--- config.mk ---
export PLATFORM = sky130hd
export DESIGN_NAME = alu
export DESIGN_NICKNAME = d
export VERILOG_FILES = /design/src/rtl/alu.sv
export SDC_FILE = /design/constraint.sdc
export NUM_CORES = 1
export LEC_CHECK = 0
export CAP_MARGIN = 30
export CORE_MARGIN = 4
export CORE_UTILIZATION = 45
export DETAILED_ROUTE_END_ITERATION = 7
export PLACE_DENSITY = 0.59
export SLEW_MARGIN = 15
export SYNTH_ARGS = -nofsm -noshare
export SYNTH_HDL_FRONTEND = slang
export SYNTH_SLANG_ARGS = --single-unit
--- constraint.sdc ---
create_clock -name clk -period 16.8 [get_ports clk]
set_clock_uncertainty 0.15 [all_clocks]
set_input_delay 1.68 -clock clk [delete_from_list [all_inputs] [get_ports clk]]
set_output_delay 1.68 -clock clk [all_outputs]
set_load 0.01 [all_outputs]
--- src/rtl/alu.sv ---
// 16-bit registered ALU for the RISC-16 datapath.
// Result and carry/zero/parity flags appear one cycle after operand capture.
module alu (
  input  logic        clk,
  input  logic        rst,
  input  logic [15:0] Rx_value,
  input  logic [15:0] Ry_value,
  input  logic [3:0]  opcode,
  output logic [15:0] alu_out,
  output logic        carry,
  output logic        zero,
  output logic        parity
);

  typedef enum logic [3:0] {
    OP_NOP = 4'h0,
    OP_ADD = 4'h1,
    OP_SUB = 4'h2,
    OP_MUL = 4'h3,
    OP_AND = 4'h4,
    OP_OR  = 4'h5,
    OP_XOR = 4'h6,
    OP_NOT = 4'h7,
    OP_SHL = 4'h8,
    OP_SHR = 4'h9,
    OP_ASR = 4'hA,
    OP_ROL = 4'hB,
    OP_ROR = 4'hC,
    OP_INC = 4'hD,
    OP_DEC = 4'hE,
    OP_MOV = 4'hF
  } op_e;

  logic [3:0]  amt;
  logic [16:0] sum;
  logic [16:0] diff;
  logic [16:0] inc;
  logic [16:0] dec;
  logic [31:0] prod;
  logic [16:0] shl;
  logic [16:0] shr;
  logic [16:0] asr;
  logic [31:0] rol2;
  logic [31:0] ror2;
  logic [15:0] res;
  logic        cy;

  assign amt  = Ry_value[3:0];
  assign sum  = {1'b0, Rx_value} + {1'b0, Ry_value};
  assign diff = {1'b0, Rx_value} - {1'b0, Ry_value};
  assign inc  = {1'b0, Rx_value} + 17'd1;
  assign dec  = {1'b0, Rx_value} - 17'd1;
  assign prod = Rx_value * Ry_value;

  // A spare bit beside the operand catches the last bit shifted out;
  // an amount of 0 leaves that spare bit at 0, so carry clears.
  assign shl = {1'b0, Rx_value} << amt;
  assign shr = {Rx_value, 1'b0} >> amt;
  assign asr = $unsigned($signed({Rx_value, 1'b0}) >>> amt);

  // Doubling the word turns a rotate into a plain shift.
  assign rol2 = {Rx_value, Rx_value} << amt;
  assign ror2 = {Rx_value, Rx_value} >> amt;

  always_comb begin
    res = 16'h0000;
    cy  = 1'b0;
    unique case (op_e'(opcode))
      OP_NOP: begin
        res = 16'h0000;
      end
      OP_ADD: begin
        res = sum[15:0];
        cy  = sum[16];
      end
      OP_SUB: begin
        res = diff[15:0];
        cy  = diff[16];
      end
      OP_MUL: begin
        res = prod[15:0];
        cy  = |prod[31:16];
      end
      OP_AND: res = Rx_value & Ry_value;
      OP_OR:  res = Rx_value | Ry_value;
      OP_XOR: res = Rx_value ^ Ry_value;
      OP_NOT: res = ~Rx_value;
      OP_SHL: begin
        res = shl[15:0];
        cy  = shl[16];
      end
      OP_SHR: begin
        res = shr[16:1];
        cy  = shr[0];
      end
      OP_ASR: begin
        res = asr[16:1];
        cy  = asr[0];
      end
      OP_ROL: begin
        res = rol2[31:16];
        cy  = (amt != 4'd0) && rol2[16];
      end
      OP_ROR: begin
        res = ror2[15:0];
        cy  = (amt != 4'd0) && ror2[15];
      end
      OP_INC: begin
        res = inc[15:0];
        cy  = inc[16];
      end
      OP_DEC: begin
        res = dec[15:0];
        cy  = dec[16];
      end
      OP_MOV: begin
        res = Ry_value;
      end
      default: begin
        res = 16'h0000;
        cy  = 1'b0;
      end
    endcase
  end

  always_ff @(posedge clk) begin
    if (rst) begin
      alu_out <= 16'h0000;
      carry   <= 1'b0;
      zero    <= 1'b0;
      parity  <= 1'b0;
    end else begin
      alu_out <= res;
      carry   <= cy;
      zero    <= (res == 16'h0000);
      parity  <= ~^res;
    end
  end

endmodule

# Word level (Yosys, flattened, before mapping)
# Index checks and enable logic that the tools add are counted.
# classes
n_bitwise,4
reduce_logical,7
mux,2
mul,1
shifts,5
eq_ne,15
add_sub_neg,4
# ops
op,n
16-bit case mux with 16 select lines,1
4-bit == test (second input constant),8
16-bit by 16-bit multiplier with 32-bit output,1
32-bit by 4-bit left shift with 32-bit output,1
32-bit by 4-bit right shift with 16-bit output,1
16-bit by 1-bit adder with 17-bit output (second input constant),1
16-bit by 16-bit adder with 17-bit output,1
16-bit by 4-bit left shift with 17-bit output,1
17-bit by 4-bit right shift with 17-bit output,1
17-bit by 4-bit >>> shifter with 17-bit output,1
16-bit by 1-bit subtractor with 17-bit output (second input constant),1
16-bit by 16-bit subtractor with 17-bit output,1
16-bit bitwise AND,1
4-bit by 3-bit == test with 1-bit output (second input constant),4
16-bit zero test,1
16-bit NOT,1
16-bit OR,1
16-bit OR reduction,1
16-bit XNOR reduction,1
16-bit bitwise XOR,1
1-bit case mux with 10 select lines,1
4-bit by 2-bit == test with 1-bit output (second input constant),2
4-bit by 1-bit == test with 1-bit output (second input constant),1
4-bit zero test,1
other kinds (2),3
# word_totals
out_inout_bits,19
input_bits,38
elab_cells,42
register_bits,19

# Depth between registers and ports, before layout
# depth
word_depth,3
mapped_depth,33
ltp_nobuf,28

# Least setup slack after synthesis
# OpenSTA, ideal clock, no wires.
# synth_path
path_kind,input to register
from,in Ry_value[3]
to,reg parity
arrival_ns,8.832
n_path_buf,5
cell_stages,29
setup_slack_ns,7.690
cell_sequence,clkbuf_1 > clkbuf_1 > clkbuf_1 > clkbuf_1 > buf_1 > nand2_1 > fa_1 > fa_1 > fa_1 > inv_1 > fa_1 > fa_1 > inv_1 > fa_1 > inv_1 > ha_1 > and3_1 > o2111ai_1 > a21o_1 > nand2_1 > nor3_1 > nor4_4 > or4b_1 > o22ai_2 > ha_1 > xnor2_1 > xnor2_1 > xnor2_1 > nor2_1
# synth_via
elab_chain_len,3
elab_cells_between_ends,13
cone_classes,add/sub (2); mul (1); shift (5); mux (1); bitwise (3); reduce/logical (1)
# synth_rtl
item,line_no,source
start: declaration,7,"input logic [15:0] Ry_value,"
16-bit by 16-bit multiplier with 32-bit output (tied with other cells),53,assign prod = Rx_value * Ry_value;
16-bit case mux with 16 select lines (*),68,unique case (op_e'(opcode))
16-bit XNOR reduction (*),136,parity <= ~^res;
end signal: assignment,136,
end: declaration,12,output logic parity
# Every way passes the cells marked *; elsewhere a longest branch is shown, timed or not.
# A chain may end at the register's enable or synchronous reset.

# Final worst setup path
# layout_path
from,in Ry_value[1]
to,reg parity
# Same word-level chain as after synthesis.

==> impl_results.html <==
<table>
<tr><th>Metric</th><th>Value</th></tr>
<tr><th colspan="2">Critical path</th></tr>
<tr><td>Critical path endpoint category</td><td>flop</td></tr>
<tr><td>Capture point of the critical path</td><td>parity$_SDFF_PP0_</td></tr>
<tr><td>Critical path required time</td><td>about 17 ns</td></tr>
<tr><td>Worst Path Max Fanout</td><td>38</td></tr>
<tr><td>Startpoint Class</td><td>input port</td></tr>
<tr><td>Arrival time at the worst endpoint</td><td>9.46 ns</td></tr>
<tr><td>Worst setup path start</td><td>Ry_value[1]</td></tr>
<tr><td>Worst setup path category</td><td>in2reg</td></tr>
<tr><th colspan="2">Pwr</th></tr>
<tr><td>Total Power</td><td>roughly 2.8 mW</td></tr>
<tr><td>Worst IR Drop VDD</td><td>~270 uV</td></tr>
<tr><td>Static Leak</td><td>roughly 7 nW</td></tr>
<tr><td>Power per cell area</td><td>roughly 180 nW/um2</td></tr>
<tr><th colspan="2">Yosys</th></tr>
<tr><td>Post-Syn Area per Cell</td><td>approximately 7.7 um2</td></tr>
<tr><td>Net count after synthesis</td><td>2,256</td></tr>
<tr><td>Distinct cell type count after synthesis</td><td>slightly below 80</td></tr>
<tr><td>Post-synthesis instance total</td><td>1,859</td></tr>
<tr><td>Part of the Yosys area used for sequential elements</td><td>0.0266</td></tr>
<tr><td>Total standard cell area after synthesis</td><td>14,300 um2</td></tr>
<tr><td>Register bit count reported by yosys</td><td>19</td></tr>
<tr><td>Area share of the leading cell type in the synthesized netlist</td><td>0.274</td></tr>
<tr><td>Dominant cell by count in the synthesized netlist</td><td>inv_1</td></tr>
<tr><td>Top area cells in the synthesized netlist</td><td>fa_1, ha_1, inv_1</td></tr>
<tr><td>Top cell type by total area after synthesis</td><td>fa_1</td></tr>
<tr><td>Commonest register cell after synthesis</td><td>dfxtp_1</td></tr>
<tr><td>Number of enable-type register cells in the synthesized netlist</td><td>0</td></tr>
<tr><td>Yosys warns</td><td>0</td></tr>
<tr><td>Most frequent cells after synthesis</td><td>inv_1, nor2_1, nand2_1</td></tr>
<tr><td>Share of flip-flops with an asynchronous set or reset after synthesis</td><td>0</td></tr>
<tr><th colspan="2">Route</th></tr>
<tr><td>Count of vias placed by the detailed router</td><td>between 10,000 and 15,000</td></tr>
<tr><td>Remaining antenna violation count</td><td>0</td></tr>
<tr><td>Final routed DRC violation total</td><td>0</td></tr>
<tr><td>Overall routed net length</td><td>around 56 mm</td></tr>
<tr><td>Via density</td><td>between 6 and 7</td></tr>
<tr><td>Number of DRC violations after detailed-routing iteration 0</td><td>~1,600</td></tr>
<tr><td>Count of TritonRoute iterations in the first routing pass</td><td>6</td></tr>
<tr><td>Average routed wire per standard cell</td><td>~25 um</td></tr>
<tr><th colspan="2">Run</th></tr>
<tr><td>Count of max-cap constraint violations</td><td>0</td></tr>
<tr><th colspan="2">Clock network</th></tr>
<tr><td>Clock Tree Buf Depth</td><td>2</td></tr>
<tr><td>Count of cells resized by post-cts repair</td><td>0</td></tr>
<tr><td>Count of H-tree levels built during CTS</td><td>1</td></tr>
<tr><td>CTS Buf Count</td><td>3</td></tr>
<tr><td>TritonCTS Sinks</td><td>19</td></tr>
<tr><td>CTS root buf</td><td>clkbuf_16</td></tr>
<tr><td>Clock edge transition at the registers on the reported setup and hold paths</td><td>0.07 ns</td></tr>
<tr><td>TritonCTS clock tree</td><td>done</td></tr>
<tr><td>Setup Fix Bufs, Post-CTS</td><td>0</td></tr>
<tr><td>Hold_buf cts</td><td>0</td></tr>
<tr><th colspan="2">Global route</th></tr>
<tr><td>GRT Overall Usage</td><td>0.317</td></tr>
<tr><td>Vias in the first global route</td><td>approximately 14,000</td></tr>
<tr><td>Number of antenna violations at the first check in global routing</td><td>3</td></tr>
<tr><td>Pin count of the biggest net entering global routing</td><td>between 50 and 60</td></tr>
<tr><td>Wire length of the first global-routing pass</td><td>86.6 mm</td></tr>
<tr><td>Total congestion overflow</td><td>0</td></tr>
<tr><th colspan="2">Timing</th></tr>
<tr><td>Final count of pins violating max slew</td><td>0</td></tr>
<tr><td>Headroom to the max-slew limit</td><td>0.310</td></tr>
<tr><td>Time the final worst path needs with I/O delays and setup</td><td>between 9 and 10 ns</td></tr>
<tr><td>Total count of hold-check failures in the final report</td><td>0</td></tr>
<tr><td>Worst-margin pin slew</td><td>a little over 1 ns</td></tr>
<tr><td>Total negative slack</td><td>0 ns</td></tr>
<tr><td>Final clock period utilization by the worst path</td><td>0.564</td></tr>
<tr><td>Final count of negative-setup-slack endpoints</td><td>0</td></tr>
<tr><td>Unrepaired setup endpoints after global routing</td><td>no</td></tr>
<tr><td>Max Clock Freq</td><td>about 110 MHz</td></tr>
<tr><th colspan="2">Min path</th></tr>
<tr><td>Startpoint of the worst hold path</td><td>Ry_value[3]</td></tr>
<tr><td>Worst Hold Class</td><td>in2reg</td></tr>
<tr><th colspan="2">Run status</th></tr>
<tr><td>Result of the run</td><td>finished, final reports clean</td></tr>
<tr><th colspan="2">Floorplanning</th></tr>
<tr><td>Total Die Area</td><td>between 30,000 and 40,000 um2</td></tr>
<tr><td>Number of cell rows</td><td>65</td></tr>
<tr><td>Number of primary I/O pins</td><td>57</td></tr>
<tr><td>Core region area</td><td>31,500 um2</td></tr>
<tr><td>Die Height</td><td>186 um</td></tr>
<tr><td>Initial Util</td><td>0.455</td></tr>
<tr><td>Die W</td><td>around 190 um</td></tr>
<tr><th colspan="2">Placement</th></tr>
<tr><td>Final GP Congestion</td><td>a little under 1</td></tr>
<tr><td>Count of port buffers added during placement</td><td>between 50 and 60</td></tr>
<tr><td>Post-DP HPWL</td><td>~44 mm</td></tr>
<tr><th colspan="2">Layout</th></tr>
<tr><td>Share of layout cells above drive strength 1</td><td>0.0569</td></tr>
<tr><td>Area added between synthesis and finish</td><td>6.98%</td></tr>
<tr><td>Final-stage net count</td><td>around 2,200</td></tr>
</table>
==> power by group <==
part	total (mW)	internal, mW	switching (mW)
clock network	0.0550	0.0321	0.0228
registers	0.0549	0.0526	0.00224
logic	2.70	1.02	1.68
total	2.81	1.10	1.71
==> placed cells by master (no fill, tap or decap), types with 10 or more instances in the layout <==
cell type / instances
clkdlybuf4s50_1: 52
mux4_2: 20
o211ai_1: 11
clkinv_1: 15
inv_1: 249
mux2_2: 15
o22ai_1: 10
nor3_1: 39
o221ai_1: 14
nand3_1: 33
fa_1: 196
a21o_1: 18
a31oi_1: 12
a21oi_1: 102
nor2_1: 238
a2111oi_0: 13
a22oi_1: 16
mux2i_1: 33
ha_1: 163
buf_4: 39
a211oi_1: 22
nand2b_1: 12
dfxtp_1: 19
nand4_1: 14
nand2_1: 202
xnor2_1: 26
a221o_1: 12
o21ai_0: 73
==> flip-flops by register name (all words and copies together) (netlist names) <==
name     flops
alu_out     16
parity       1
zero         1
carry        1
==> per-layer routing <==
metal | global-route usage | wire length, um
met5 | 0 | 28
met4 | 0.152 | 3580
met3 | 0.0387 | 4430
met2 | 0.511 | 25700
met1 | 0.427 | 22400
==> area by class of cell <==
type                    count  area, um2
diodes                      1       2.50
clock buffers               3       75.1
clock inverters             1       5.00
fillers                  3167      16100
inverters                 268       1010
multi-input cells        1457      12500
flip-flops and latches     19        380
well taps                 402        503
repair buffers             98        868
==> worst max-delay path, cell delays in order <==
cell	delay [ns]
buf_2	0.70
buf_4	0.57
nand2_1	0.31
fa_1	0.57
fa_1	0.58
fa_1	0.45
fa_1	0.57
fa_1	0.43
fa_1	0.49
inv_1	0.04
ha_1	0.33
a21oi_1	0.24
o21ai_0	0.21
a211oi_1	0.25
nor3_1	0.17
nor4_4	0.39
or4b_1	0.48
o22ai_2	0.17
ha_1	0.27
xnor2_1	0.19
xnor2_1	0.15
xnor2_1	0.13
nor2_1	0.05
==> per-stage QoR <==
| step | util | cells | area, um2 | hold WS [ns] | setup WS (ns) |
|---|---|---|---|---|---|
| final | 0.487 | 2249 | 15300 | 2.15 | 7.32 |
| after global routing | 0.487 | 2248 | 15300 | 2.25 | 6.85 |
| after CTS | 0.486 | 2247 | 15300 | 2.13 | 7.00 |
| after detailed placement | 0.483 | 2243 | 15200 | 2.27 | 6.73 |
| after global placement | 0.483 | 2240 | 15200 | 2.27 | 6.89 |
| after floorplan | - | 1859 | 14300 | 1.81 | 7.69 |
==> worst min path at each step <==
stage | slack (ns) | endpoint | cells past startpoint
final | 2.15 | alu_out[5]$_SDFF_PP0_ | 5
after global routing | 2.25 | alu_out[5]$_SDFF_PP0_ | 5
after CTS | 2.13 | alu_out[5]$_SDFF_PP0_ | 5
after detailed placement | 2.27 | alu_out[7] | 1
after global placement | 2.27 | alu_out[7] | 1
after floorplan | 1.81 | alu_out[6]$_SDFF_PP0_ | 4
==> logic make-up after synthesis <==
group	share of synthesized area
mux	0.0689
fa+ha+maj	0.416
compound gates	0.185
buf+inv	0.102
flops	0.0265
simple gates	0.181
xor+xnor	0.0196
Power figures use the tool's default switching activity.
